--- config.mk ---
export PLATFORM = sky130hd
export DESIGN_NAME = fb_arbiter
export DESIGN_NICKNAME = d
export VERILOG_FILES = /design/src/rtl/fb_pkg.sv /design/src/rtl/fb_rr_arb.sv /design/src/rtl/fb_arbiter.sv
export SDC_FILE = /design/constraint.sdc
export NUM_CORES = 1
export LEC_CHECK = 0
export ABC_AREA = 1
export CAP_MARGIN = 20
export CORE_AREA = 2 2 95 97
export DETAILED_ROUTE_END_ITERATION = 8
export DIE_AREA = 0 0 97 99
export PLACE_DENSITY = 0.84
export RECOVER_POWER = 100
export SLEW_MARGIN = 20
export SYNTH_ARGS = -nofsm -noshare
export SYNTH_HDL_FRONTEND = slang
export SYNTH_SLANG_ARGS = --single-unit
export TNS_END_PERCENT = 5
--- constraint.sdc ---
create_clock -name vga_clk -period 3.4 [get_ports vga_clk]
set_clock_uncertainty 0.2 [all_clocks]
set_input_delay 0.34 -clock vga_clk [delete_from_list [all_inputs] [get_ports vga_clk]]
set_output_delay 0.34 -clock vga_clk [all_outputs]
set_load 0.02 [all_outputs]
--- src/rtl/fb_pkg.sv ---
// Shared frame-buffer types and constants: geometry, clear-FSM encoding, pixel type.
package fb_pkg;

  localparam int FB_XW    = 10;
  localparam int FB_YW    = 9;
  localparam int FB_AW    = FB_XW + FB_YW;
  localparam int FB_X_MAX = 640;
  localparam int FB_Y_MAX = 480;

  typedef logic [11:0] bgr_t;

  typedef enum logic [1:0] {
    ST_IDLE  = 2'd0,
    ST_CLEAR = 2'd1,
    ST_DONE  = 2'd2
  } clr_st_e;

  // RAM address is row-major {y,x}
  function automatic logic [FB_AW-1:0] fb_addr(input logic [FB_YW-1:0] y,
                                               input logic [FB_XW-1:0] x);
    return {y, x};
  endfunction

endpackage

--- src/rtl/fb_rr_arb.sv ---
// Two-way round-robin arbiter; the pointer names the favoured writer and only
// moves on a completed transfer.
module fb_rr_arb (
  input  logic       clk,
  input  logic       rst,
  input  logic       en_i,
  input  logic [1:0] valid_i,
  output logic [1:0] ready_o,
  output logic       gnt_o,
  output logic       xfer_o
);

  logic ptr_q, ptr_d;

  always_comb begin
    case (valid_i)
      2'b01:   gnt_o = 1'b0;
      2'b10:   gnt_o = 1'b1;
      default: gnt_o = ptr_q;
    endcase
    ready_o = en_i ? (gnt_o ? 2'b10 : 2'b01) : 2'b00;
    xfer_o  = |(ready_o & valid_i);
    ptr_d   = xfer_o ? ~gnt_o : ptr_q;
  end

  always_ff @(posedge clk or posedge rst) begin
    if (rst) ptr_q <= 1'b0;
    else     ptr_q <= ptr_d;
  end

endmodule

--- src/rtl/fb_arbiter.sv ---
// Frame-buffer RAM port arbiter: display reads, clear engine, two RR pixel writers.
// Optional FB_STALL_CNT_EN adds a saturating writer-stall counter on stall_cnt.
module fb_arbiter
  import fb_pkg::*;
#(
  parameter int XW    = FB_XW,
  parameter int YW    = FB_YW,
  parameter int X_MAX = FB_X_MAX,
  parameter int Y_MAX = FB_Y_MAX
) (
  input  logic          vga_clk,
  input  logic          clrn,
  input  logic          disp_rd,
  input  logic [XW-1:0] disp_x,
  input  logic [YW-1:0] disp_y,
  output bgr_t          disp_data,
  input  logic          wr0_valid,
  output logic          wr0_ready,
  input  logic [XW-1:0] wr0_x,
  input  logic [YW-1:0] wr0_y,
  input  bgr_t          wr0_bgr,
  input  logic          wr1_valid,
  output logic          wr1_ready,
  input  logic [XW-1:0] wr1_x,
  input  logic [YW-1:0] wr1_y,
  input  bgr_t          wr1_bgr,
  input  logic          clear_req,
  input  bgr_t          clear_bgr,
  output logic          clear_busy,
  output logic          clear_done,
  output logic [XW+YW-1:0] mem_addr,
  output logic          mem_we,
  output bgr_t          mem_wdata,
  input  bgr_t          mem_rdata
`ifdef FB_STALL_CNT_EN
  ,
  output logic [15:0]   stall_cnt
`endif
);

  localparam int AW = XW + YW;
  localparam logic [XW-1:0] XLAST = XW'(X_MAX - 1);
  localparam logic [YW-1:0] YLAST = YW'(Y_MAX - 1);

  clr_st_e       st_q, st_d;
  logic [XW-1:0] cx_q, cx_d;
  logic [YW-1:0] cy_q, cy_d;
  bgr_t          color_q, color_d;
  logic [AW-1:0] addr_q, addr_d;
  logic          we_q, we_d;
  bgr_t          wdata_q, wdata_d;

  logic [1:0]    wr_ready;
  logic          gnt, wr_xfer;
  logic [XW-1:0] wx;
  logic [YW-1:0] wy;
  bgr_t          wbgr;
  logic          w_in_range;

  assign clear_busy = (st_q == ST_CLEAR);
  assign clear_done = (st_q == ST_DONE);
  assign disp_data  = mem_rdata;
  assign mem_addr   = addr_q;
  assign mem_we     = we_q;
  assign mem_wdata  = wdata_q;
  assign wr0_ready  = wr_ready[0];
  assign wr1_ready  = wr_ready[1];

  fb_rr_arb u_arb (
    .clk     (vga_clk),
    .rst     (clrn),
    .en_i    (~disp_rd & ~clear_busy),
    .valid_i ({wr1_valid, wr0_valid}),
    .ready_o (wr_ready),
    .gnt_o   (gnt),
    .xfer_o  (wr_xfer)
  );

  assign wx         = gnt ? wr1_x   : wr0_x;
  assign wy         = gnt ? wr1_y   : wr0_y;
  assign wbgr       = gnt ? wr1_bgr : wr0_bgr;
  // Out-of-range pixels are still handshaken so a renderer never stalls on them
  assign w_in_range = (wx <= XLAST) && (wy <= YLAST);

  always_comb begin
    st_d    = st_q;
    cx_d    = cx_q;
    cy_d    = cy_q;
    color_d = color_q;
    addr_d  = addr_q;
    we_d    = 1'b0;
    wdata_d = wdata_q;

    // RAM slot: display > clear > writer
    if (disp_rd) begin
      addr_d = {disp_y, disp_x};
    end else if (st_q == ST_CLEAR) begin
      addr_d  = {cy_q, cx_q};
      we_d    = 1'b1;
      wdata_d = color_q;
    end else if (wr_xfer && w_in_range) begin
      addr_d  = {wy, wx};
      we_d    = 1'b1;
      wdata_d = wbgr;
    end

    case (st_q)
      ST_IDLE: begin
        if (clear_req) begin
          st_d    = ST_CLEAR;
          color_d = clear_bgr;
          cx_d    = '0;
          cy_d    = '0;
        end
      end
      ST_CLEAR: begin
        if (!disp_rd) begin
          if (cx_q == XLAST) begin
            cx_d = '0;
            if (cy_q == YLAST) st_d = ST_DONE;
            else               cy_d = cy_q + YW'(1);
          end else begin
            cx_d = cx_q + XW'(1);
          end
        end
      end
      ST_DONE:  st_d = ST_IDLE;
      default:  st_d = ST_IDLE;
    endcase
  end

  always_ff @(posedge vga_clk or posedge clrn) begin
    if (clrn) begin
      st_q    <= ST_IDLE;
      cx_q    <= '0;
      cy_q    <= '0;
      color_q <= '0;
      addr_q  <= '0;
      we_q    <= 1'b0;
      wdata_q <= '0;
    end else begin
      st_q    <= st_d;
      cx_q    <= cx_d;
      cy_q    <= cy_d;
      color_q <= color_d;
      addr_q  <= addr_d;
      we_q    <= we_d;
      wdata_q <= wdata_d;
    end
  end

`ifdef FB_STALL_CNT_EN
  logic [15:0] stall_q, stall_d;
  logic        stall;

  assign stall     = (wr0_valid | wr1_valid) & ~(wr0_ready | wr1_ready);
  assign stall_cnt = stall_q;

  always_comb begin
    stall_d = stall_q;
    if (clear_done)                      stall_d = '0;
    else if (stall && stall_q != 16'hFFFF) stall_d = stall_q + 16'd1;
  end

  always_ff @(posedge vga_clk or posedge clrn) begin
    if (clrn) stall_q <= '0;
    else      stall_q <= stall_d;
  end
`endif

endmodule
==> flow_metrics.py, run 1 <==
metrics = {
    "floorplanning": {
        "die_h_microns": 99,
        "row_count": 34,
        "core_sq_um": 8550,
        "start_util_pct": 45.9,
        "dieArea_sq_um": 9600,
        "fp.dieW_microns": 97,
        "ios": 159,
    },
    "global_routing": {
        "grt.busiest_layer": "met2",
        "overflow": 0,
        "use_met2_pct": 42.3,
        "gr-usage-met3_pct": 5.89,
        "grt_pass1_vias": 3995,
        "antenna_found_initial": 0,
        "grt_pass1_wl_microns": 19800,
        "grt_max_degree": 40,
        "track_usage_pct": 25.4,
        "grtUsageMet1_pct": 32.7,
    },
    "layout": {
        "area.growth.synth_to_final_pct": 40.1,
        "design_area_sq_um": 5500,
        "postLayoutCoreUtil_pct": 64.3,
        "finalNetCount": 761,
        "n_antenna_cell": 0,
        "drive_above_1_share_pct": 7.36,
    },
    "power_and_ir_drop": {
        "total_power_mw": 4.27,
        "p_leak_nw": 2.65,
        "p_comb_share_pct": 50.4,
        "ir_drop_uv": 389,
        "p_sw_share_pct": 43.5,
        "p_sw_mw": 1.86,
        "power_density_nw_per_um2": 777,
        "clkPwrFrac_pct": 18.8,
        "p_int_mw": 2.41,
        "power_frac_seq_pct": 30.8,
    },
    "route": {
        "detail-route-antenna-nets": 0,
        "wirelength_microns": 12200,
        "dr_total_vias": 4084,
        "drc_errors": 0,
        "viasPerCell": 5.37,
        "drtIter0Drc": 212,
        "dr.pass1.iters": 5,
        "routedWlPerCell_microns": 16.1,
    },
    "synth": {
        "synth_cell_types": 34,
        "ys_seq_area_share_pct": 42.1,
        "synth_top_area_share_pct": 42.1,
        "yosysWarnings": 0,
        "synth_top_area_cell": "dfrtp_1",
        "synthesis.nets": 639,
        "avgSynthCellArea_sq_um": 7.47,
        "syn_area_sq_um": 3920,
        "synth.ff_latch_count": 66,
        "syn-instance-count": 525,
        "synth.area.top_cells": "dfrtp_1 42%, nand2_1 19%, nand3_1 8.2%",
    },
    "setup_path": {
        "crit_fanout": 7,
        "cp.required_ns": 2.86,
        "cpMostUsedCell": "clkdlybuf4s50_1",
        "crit_family": "buffers and inverters",
        "worstSetupPathType": "in -> out",
        "crit_chain": "clkdlybuf4s50_1, inv_1, ha_1, nand2_1, nand2_2, nor2_1, clkdlybuf4s50_1",
        "start_kind": "input pin",
        "endpoint_kind": "primary output",
        "critPathArrivalTime_ns": 2.52,
        "slowest_stage": "clkdlybuf4s50_1",
        "crit_path_max_incr_delay_ns": 0.69,
        "worst-path-buf-inv": 3,
    },
    "clock_tree": {
        "clk_pin_slew_ns": 0.07,
        "clockBufferDepth": 2,
        "cts_resized": 0,
        "cts_root_buf": "clkbuf_8",
        "cts_made_buffers": 9,
        "tritoncts": "built",
        "cts.sinks": 66,
        "h-tree-depth": 3,
        "clk_latency_ns": 0.35,
    },
    "sta": {
        "final.setup.tns_ns": 0,
        "finalHoldViolations": 0,
        "setup_viol": 0,
        "slew_headroom_pct": 4.33,
        "clock.fmax_ghz": 0.327,
        "report.final.slew_viol_count": 0,
        "period_minus_slack_ns": 3.06,
        "grt_setup_unrepaired": "false",
        "worst_pin_slew_ns": 1.43,
        "fin_crit_sh_pct": 90.0,
    },
    "min_path": {
        "hp-class": "reg -> reg",
    },
    "outcome": {
        "status": "finished, final reports clean",
    },
    "placed_design": {
        "place_area_sq_um": 5270,
        "port_buffers": 134,
        "gp_congestion": 0.947,
        "place_hpwl_microns": 9350,
    },
    "run": {
        "cap_violations": 0,
    },
}
cell type report:
| cell class | count | area (sq um) |
|---|---|---|
| well taps | 108 | 135 |
| repair buffers | 145 | 1410 |
| inverters | 35 | 131 |
| clock buffers | 9 | 124 |
| flip-flops and latches | 66 | 1650 |
| fillers | 703 | 3060 |
| multi-input cells | 390 | 1920 |
| clock inverters | 7 | 118 |
placed cells by master, fill, tap and decap left out:
cell type          n
nand2_1          197
clkdlybuf4s50_1   97
dfrtp_1           66
nand3_1           64
nor2_1            41
dlygate4sd3_1     38
inv_1             31
a22oi_1           13
a31oi_1           12
mux2_2            12
clkbuf_8           9
a21oi_1            6
buf_4              6
nor3_1             5
xor2_1             5
o21ai_0            5
inv_2              4
nand3b_1           4
o221ai_1           4
nand4_1            3
nand2_4            3
ha_1               3
bufinv_16          3
clkbuf_1           3
nor3b_1            2
nand2_2            2
clkinv_4           2
clkinv_2           2
nor2_8             1
or2_2              1
nor2_4             1
nand3_4            1
o211ai_1           1
o21a_1             1
and3b_1            1
o31ai_1            1
xnor2_1            1
clkbuf_2           1
timing repair:
item | 4_1_cts | 5_1_grt
buffers inserted | 0 | 0
hold buffers | 1 | 0
endpoints found under the hold margin | 1 | 0
endpoints found under the setup margin | 0 | 0
metal layers:
layer  part of all wire, %  wire length [microns]
met5                     0                      0
met4                   2.2                    271
met3                   6.4                    779
met2                    50                   6100
met1                    42                   5090
registers in the layout (all words and copies together), names as in the netlist:
register     cells
mem_we           1
color_q         12
u_arb.ptr_q      1
mem_addr        19
mem_wdata       12
st_q             2
cy_q             9
cx_q            10
final timing paths:
check,startpoint,end,slack (ns),cells after the start
worst max register to register,st_q[1]$_DFFE_PP0P_,mem_addr[6]$_DFFE_PP0P_,0.57,10
max in group asynchronous,clrn,mem_addr[12]$_DFFE_PP0P_,0.84,4
worst min register to register,mem_addr[18]$_DFFE_PP0P_,mem_addr[18]$_DFFE_PP0P_,0.31,2
worst min-delay path,mem_addr[18]$_DFFE_PP0P_,mem_addr[18]$_DFFE_PP0P_,0.31,2
min in group asynchronous,clrn,mem_wdata[5]$_DFFE_PP0P_,0.62,3
worst max-delay path,wr0_valid,wr0_ready,0.34,7
stage by stage:
stage | setup WS (ns) | hold WS, ns | cells
4_1_cts | 0.533 | 0.313 | 760
6_report | 0.340 | 0.308 | 760
5_1_grt | 0.262 | 0.332 | 760
3_5_place_dp | 0.426 | 0.296 | 743
3_3_place_gp | 0.501 | 0.290 | 743
2_1_floorplan | 1.21 | 0.279 | 525
cell families (layout without fill, tap and decap cells):
logic type / count (synthesis) / after routing / synth area share (%)
AOI/OAI and AO/OA: 43 / 43 / 7.27
xor gates and xnor gates: 6 / 6 / 1.34
adders and majority gates: 3 / 3 / 0.957
buffers and inverters: 69 / 196 / 8.52
DFF: 66 / 66 / 42.1
muxes: 12 / 12 / 3.45
and+or+nand+nor: 326 / 326 / 36.3
worst register-to-register path: stages, from the launching register on:
cell,delay [ns]
dfrtp_1,0.49
inv_2,0.10
nand2_4,0.32
nand2_4,0.14
nor2_1,0.33
nand2_1,0.12
nand2_1,0.18
nand3_4,0.25
clkbuf_1,0.34
nand3_1,0.17
nand2_1,0.07
power by group through the flow:
stage | clock [mW] | sequential, mW | combinational [mW]
after floorplan | 0 | 1.51 | 1.21
after global placement | 0 | 1.32 | 2.16
after detailed placement | 0 | 1.34 | 2.21
after CTS | 0.808 | 1.32 | 2.24
after global routing | 0.852 | 1.35 | 2.35
final | 0.802 | 1.32 | 2.15
Yosys cell counts:
library cell,n
nand2_1,195
dfrtp_1,66
nand3_1,64
nor2_1,40
inv_1,31
buf_4,14
a22oi_1,13
a31oi_1,12
mux2_2,12
clkbuf_1,10
a21oi_1,6
buf_2,6
nor3_1,5
o21ai_0,5
xor2_1,5
inv_2,4
nand2_2,4
nand3b_1,4
o221ai_1,4
ha_1,3
nand2_4,3
nand4_1,3
buf_1,2
buf_6,2
nor2_4,2
nor3b_1,2
and3b_1,1
nand3_4,1
nor2_8,1
o211ai_1,1
o21a_1,1
o31ai_1,1
or2_2,1
xnor2_1,1
(Power assumes the default switching activity.)
==> inputs of run 2 (changes only) <==
--- a/config.mk
+++ b/config.mk
@@ -10,9 +10,10 @@
 export CORE_AREA = 2 2 95 97
 export DETAILED_ROUTE_END_ITERATION = 8
 export DIE_AREA = 0 0 97 99
+export MAX_ROUTING_LAYER = met4
 export PLACE_DENSITY = 0.84
 export RECOVER_POWER = 100
-export SLEW_MARGIN = 20
+export SLEW_MARGIN = 10
 export SYNTH_ARGS = -nofsm -noshare
 export SYNTH_HDL_FRONTEND = slang
 export SYNTH_SLANG_ARGS = --single-unit
==> flow_metrics.py, run 2 (synthesis results as in run 1) <==
metrics = {
    "outcome": {
        "status": "finished, final reports clean",
    },
    "setup_path": {
        "crit_chain": "clkdlybuf4s50_1, inv_1, ha_1, nand2_1, nand2_1, nand2_1, inv_2, dlygate4sd3_1",
        "cp.required_ns": 2.86,
        "worst-path-buf-inv": 4,
        "crit_path_max_incr_delay_ns": 0.69,
        "cpMostUsedCell": "nand2_1",
        "endpoint_kind": "primary output",
        "rrSetupSlack_ns": 0.78,
        "critPathArrivalTime_ns": 2.49,
        "start_kind": "input pin",
        "slowest_stage": "dlygate4sd3_1",
        "reg2reg_to": "cx_q[4]$_DFFE_PP0P_",
        "rr_worst_depth": 8,
        "crit_family": "buffers and inverters",
        "worstSetupPathType": "in -> out",
        "crit_fanout": 7,
        "worstReg2RegStart": "st_q[0]$_DFFE_PP0P_",
    },
    "min_path": {
        "worstHoldPathCells": 2,
        "worstHoldEndpoint": "mem_wdata[6]$_DFFE_PP0P_",
        "hp-class": "reg -> reg",
        "holdCritStartpoint": "mem_wdata[6]$_DFFE_PP0P_",
    },
    "global_routing": {
        "grt_pass1_wl_microns": 19500,
        "grt_pass1_vias": 4039,
        "overflow": 0,
        "antenna_found_initial": 0,
        "grt_max_degree": 37,
        "track_usage_pct": 26.0,
    },
    "clock_tree": {
        "holdBufCountCts": 0,
        "post_cts_buffers": 0,
        "h-tree-depth": 3,
        "tritoncts": "built",
        "cts_root_buf": "clkbuf_8",
        "cts_made_buffers": 9,
        "cts.sinks": 66,
        "clk_pin_slew_ns": 0.07,
        "clockBufferDepth": 2,
        "clk_latency_ns": 0.34,
        "cts_resized": 0,
    },
    "sta": {
        "fin_crit_sh_pct": 89.1,
        "setup_viol": 0,
        "final.setup.tns_ns": 0,
        "period_minus_slack_ns": 3.03,
        "report.final.slew_viol_count": 0,
        "worst_hold_slack_ns": 0.308,
        "clock.fmax_ghz": 0.330,
        "slew_headroom_pct": 14.2,
        "grt_setup_unrepaired": "false",
        "worst_pin_slew_ns": 1.29,
        "finalHoldViolations": 0,
    },
    "floorplanning": {
        "core_sq_um": 8550,
        "die_h_microns": 99,
        "ios": 159,
        "start_util_pct": 45.9,
        "fp.dieW_microns": 97,
        "row_count": 34,
        "dieArea_sq_um": 9600,
    },
    "route": {
        "drc_errors": 0,
        "drtIter0Drc": 334,
        "dr.pass1.iters": 5,
        "detail-route-antenna-nets": 0,
        "routedWlPerCell_microns": 16.1,
        "wirelength_microns": 12200,
        "viasPerCell": 5.45,
        "dr_total_vias": 4140,
    },
    "power_and_ir_drop": {
        "power_density_nw_per_um2": 774,
        "p_leak_nw": 2.65,
        "ir_drop_uv": 389,
    },
    "layout": {
        "most-common-layout-cells": "198 x nand2_1, 97 x clkdlybuf4s50_1, 66 x dfrtp_1, 64 x nand3_1, 40 x nor2_1",
        "n_antenna_cell": 0,
        "largest_reg_flops": 19,
        "seq_area_sq_um": 1650,
        "drive_above_1_share_pct": 7.36,
        "final_common_cell": "nand2_1",
        "final_cell_count_no_fill": 760,
        "multi_input_area_sq_um": 1930,
        "finalNetCount": 761,
        "area.growth.synth_to_final_pct": 40.2,
        "fillers": 707,
        "postLayoutCoreUtil_pct": 64.3,
    },
    "placed_design": {
        "gp_congestion": 0.928,
        "placedCellCount": 744,
        "place_hpwl_microns": 9460,
        "port_buffers": 134,
    },
    "run": {
        "cap_violations": 0,
    },
}
-- run 2: worst max-delay path by stage --
stage | startpoint | to | slack (ns) | cells past startpoint
6_report | wr0_valid | wr1_ready | 0.37 | 8
5_1_grt | wr0_valid | mem_wdata[10]$_DFFE_PP0P_ | 0.25 | 14
4_1_cts | wr0_valid | wr0_ready | 0.52 | 7
3_5_place_dp | wr0_valid | mem_addr[10]$_DFFE_PP0P_ | 0.37 | 14
3_3_place_gp | wr0_valid | mem_addr[10]$_DFFE_PP0P_ | 0.50 | 14
2_1_floorplan | clrn | color_q[0]$_DFFE_PP0P_ | 1.21 | 1
-- run 2: cell type report --
class | instances | share of cell area (%)
multi-input combinational | 390 | 35.1
sequential | 66 | 30.0
timing repair buffer | 145 | 25.7
clock buffer | 12 | 3.00
tap | 108 | 2.46
inverter | 35 | 2.39
clock inverter | 4 | 1.32
-- run 2: power breakdown --
| group | switching [mW] | internal (mW) |
|---|---|---|
| Combinational | 1.33 | 0.832 |
| Sequential | 0.225 | 1.10 |
| Clock | 0.301 | 0.472 |
-- run 2: metrics by stage --
stage | power (mW) | cell area, sq um | setup WS, ns
2_1_floorplan | 2.72 | 3920 | 1.21
3_3_place_gp | 3.48 | 5280 | 0.505
3_5_place_dp | 3.56 | 5280 | 0.374
4_1_cts | 4.34 | 5520 | 0.521
5_1_grt | 4.50 | 5500 | 0.250
6_report | 4.25 | 5500 | 0.372
-- run 2: metal layers --
metal | vias up | global-route usage (%) | part of all wire (%)
met2 | 196 | 44.2 | 51
met5 | - | - | 0
met4 | 0 | 9.43 | 3.4
li1 | 1950 | - | -
met3 | 33 | 4.04 | 6.2
met1 | 1961 | 31.4 | 39
-- run 2: worst min-delay path: stages (launching register included) --
cell	delay [ns]
dfrtp_1	0.34
nand3_1	0.08
nand2_1	0.06
==> inputs of run 3 (changes only) <==
--- a/config.mk
+++ b/config.mk
@@ -13,7 +13,6 @@
 export MAX_ROUTING_LAYER = met4
 export PLACE_DENSITY = 0.84
 export RECOVER_POWER = 100
-export SLEW_MARGIN = 10
 export SYNTH_ARGS = -nofsm -noshare
 export SYNTH_HDL_FRONTEND = slang
 export SYNTH_SLANG_ARGS = --single-unit
==> constraint.sdc (replaced) <==
create_clock -name vga_clk -period 3.4 [get_ports vga_clk]
set_clock_uncertainty 0.2 [all_clocks]
set_input_delay 0.34 -clock vga_clk [delete_from_list [all_inputs] [get_ports vga_clk]]
set_output_delay 0.34 -clock vga_clk [all_outputs]
set_load 0.01 [all_outputs]
==> flow_metrics.py, run 3 (synthesis results as in run 1) <==
metrics = {
    "global_routing": {
        "grt_pass1_vias": 3919,
        "grt_pass1_wl_microns": 19400,
        "grt_max_degree": 67,
        "antenna_found_initial": 0,
        "track_usage_pct": 25.7,
        "overflow": 0,
    },
    "min_path": {
        "holdCritStartpoint": "mem_addr[16]$_DFFE_PP0P_",
        "hp-class": "reg -> reg",
        "worstHoldEndpoint": "mem_addr[16]$_DFFE_PP0P_",
        "worstHoldPathCells": 2,
    },
    "clock_tree": {
        "clockBufferDepth": 2,
        "tritoncts": "built",
        "cts_root_buf": "clkbuf_8",
        "holdBufCountCts": 0,
        "cts.sinks": 66,
        "h-tree-depth": 3,
        "clk_latency_ns": 0.33,
        "cts_made_buffers": 9,
        "clk_pin_slew_ns": 0.07,
        "post_cts_buffers": 0,
        "cts_resized": 0,
    },
    "sta": {
        "finalHoldViolations": 0,
        "grt_setup_unrepaired": "false",
        "slew_headroom_pct": -8.52,
        "final.setup.tns_ns": 0,
        "report.final.slew_viol_count": 67,
        "worst_pin_slew_ns": 1.63,
        "setup_viol": 0,
        "clock.fmax_ghz": 0.330,
        "period_minus_slack_ns": 3.03,
        "fin_crit_sh_pct": 89.2,
    },
    "setup_path": {
        "cpMostUsedCell": "clkdlybuf4s50_1",
        "crit_family": "buffers and inverters",
        "cp_num_cells": 7,
        "reg2reg_to": "mem_wdata[1]$_DFFE_PP0P_",
        "slowest_stage": "clkdlybuf4s50_1",
        "worstSetupPathType": "in -> out",
        "start_kind": "input pin",
        "critPathArrivalTime_ns": 2.49,
        "rrSetupSlack_ns": 0.58,
        "rr_worst_depth": 10,
        "crit_chain": "clkdlybuf4s50_1, inv_1, ha_1, nand2_1, nand2_2, nor2_1, clkdlybuf4s50_1",
        "crit_path_max_incr_delay_ns": 0.62,
        "worstReg2RegStart": "st_q[1]$_DFFE_PP0P_",
        "worst-path-buf-inv": 3,
        "endpoint_kind": "primary output",
        "crit_fanout": 7,
        "cp.required_ns": 2.86,
    },
    "floorplanning": {
        "fp.dieW_microns": 97,
        "ios": 159,
        "die_h_microns": 99,
        "core_sq_um": 8550,
        "dieArea_sq_um": 9600,
        "row_count": 34,
        "start_util_pct": 45.9,
    },
    "power_and_ir_drop": {
        "p_leak_nw": 2.61,
        "power_density_nw_per_um2": 724,
        "ir_drop_uv": 341,
    },
    "placed_design": {
        "place_area_sq_um": 5250,
        "port_buffers": 134,
        "place_hpwl_microns": 9020,
        "gp_congestion": 0.967,
    },
    "route": {
        "drc_errors": 0,
        "detail-route-antenna-nets": 0,
        "wirelength_microns": 11900,
        "dr.pass1.iters": 5,
        "dr_total_vias": 4046,
        "routedWlPerCell_microns": 15.7,
        "viasPerCell": 5.36,
        "drtIter0Drc": 268,
    },
    "outcome": {
        "violations": "max-capacitance violations, max-slew violations",
        "status": "finished with violations",
    },
    "layout": {
        "design_area_sq_um": 5420,
        "drive_above_1_share_pct": 6.96,
        "final_common_cell": "nand2_1",
        "largest_reg_flops": 19,
        "area.growth.synth_to_final_pct": 38.1,
        "finalNetCount": 757,
        "most-common-layout-cells": "196 x nand2_1, 97 x clkdlybuf4s50_1, 66 x dfrtp_1, 64 x nand3_1, 41 x nor2_1",
        "n_antenna_cell": 0,
    },
    "run": {
        "cap_violations": 1,
    },
}
==> run 3: report_power, final <==
part	switching, mW	leakage (nW)	internal, mW
clock	0.286	0.0962	0.353
combinational	1.15	1.68	0.824
sequential	0.211	0.836	1.10
==> run 3: tightest hold or removal path, cell delays in order (launching register included) <==
cell	delay (ns)
dfrtp_1	0.34
nand3_1	0.07
nand2_1	0.06
==> run 3: worst max-delay path by stage <==
stage                                     endpoint  startpoint  slack (ns)
after floorplan             color_q[0]$_DFFE_PP0P_        clrn        1.21
after global placement    mem_wdata[1]$_DFFE_PP0P_   wr0_valid        0.37
after detailed placement  mem_wdata[1]$_DFFE_PP0P_   wr0_valid        0.21
after CTS                                wr1_ready   wr0_valid        0.46
after global routing      mem_wdata[1]$_DFFE_PP0P_   wr0_valid        0.15
final                                    wr0_ready   wr0_valid        0.37
==> run 3: final cells by class <==
cell class | count | area [sq um]
Fill cell | 723 | 3130
Multi-Input combinational cell | 390 | 1930
Sequential cell | 66 | 1650
Timing Repair Buffer | 141 | 1390
Clock buffer | 12 | 145
Tap cell | 108 | 135
Inverter | 35 | 131
Clock inverter | 3 | 40.0
==> run 3: metrics by stage <==
stage / utilization, % / total power, mW / setup WS, ns / cells / hold slack (ns)
final: 63.3 / 3.92 / 0.367 / 755 / 0.301
after global routing: 63.3 / 4.23 / 0.149 / 755 / 0.325
after CTS: 63.5 / 4.02 / 0.456 / 755 / 0.310
after global placement: 61.4 / 3.31 / 0.367 / 740 / 0.291
after detailed placement: 61.4 / 3.37 / 0.207 / 740 / 0.292
after floorplan: - / 2.56 / 1.21 / 525 / 0.279
==> run 3: metal layers <==
metal | up-vias | global-route usage (%) | wire, microns
met4 | 0 | 8.78 | 312
met5 | - | - | 0
met1 | 1883 | 32.0 | 4810
li1 | 1938 | - | -
met3 | 36 | 5.11 | 795
met2 | 189 | 42.2 | 5940
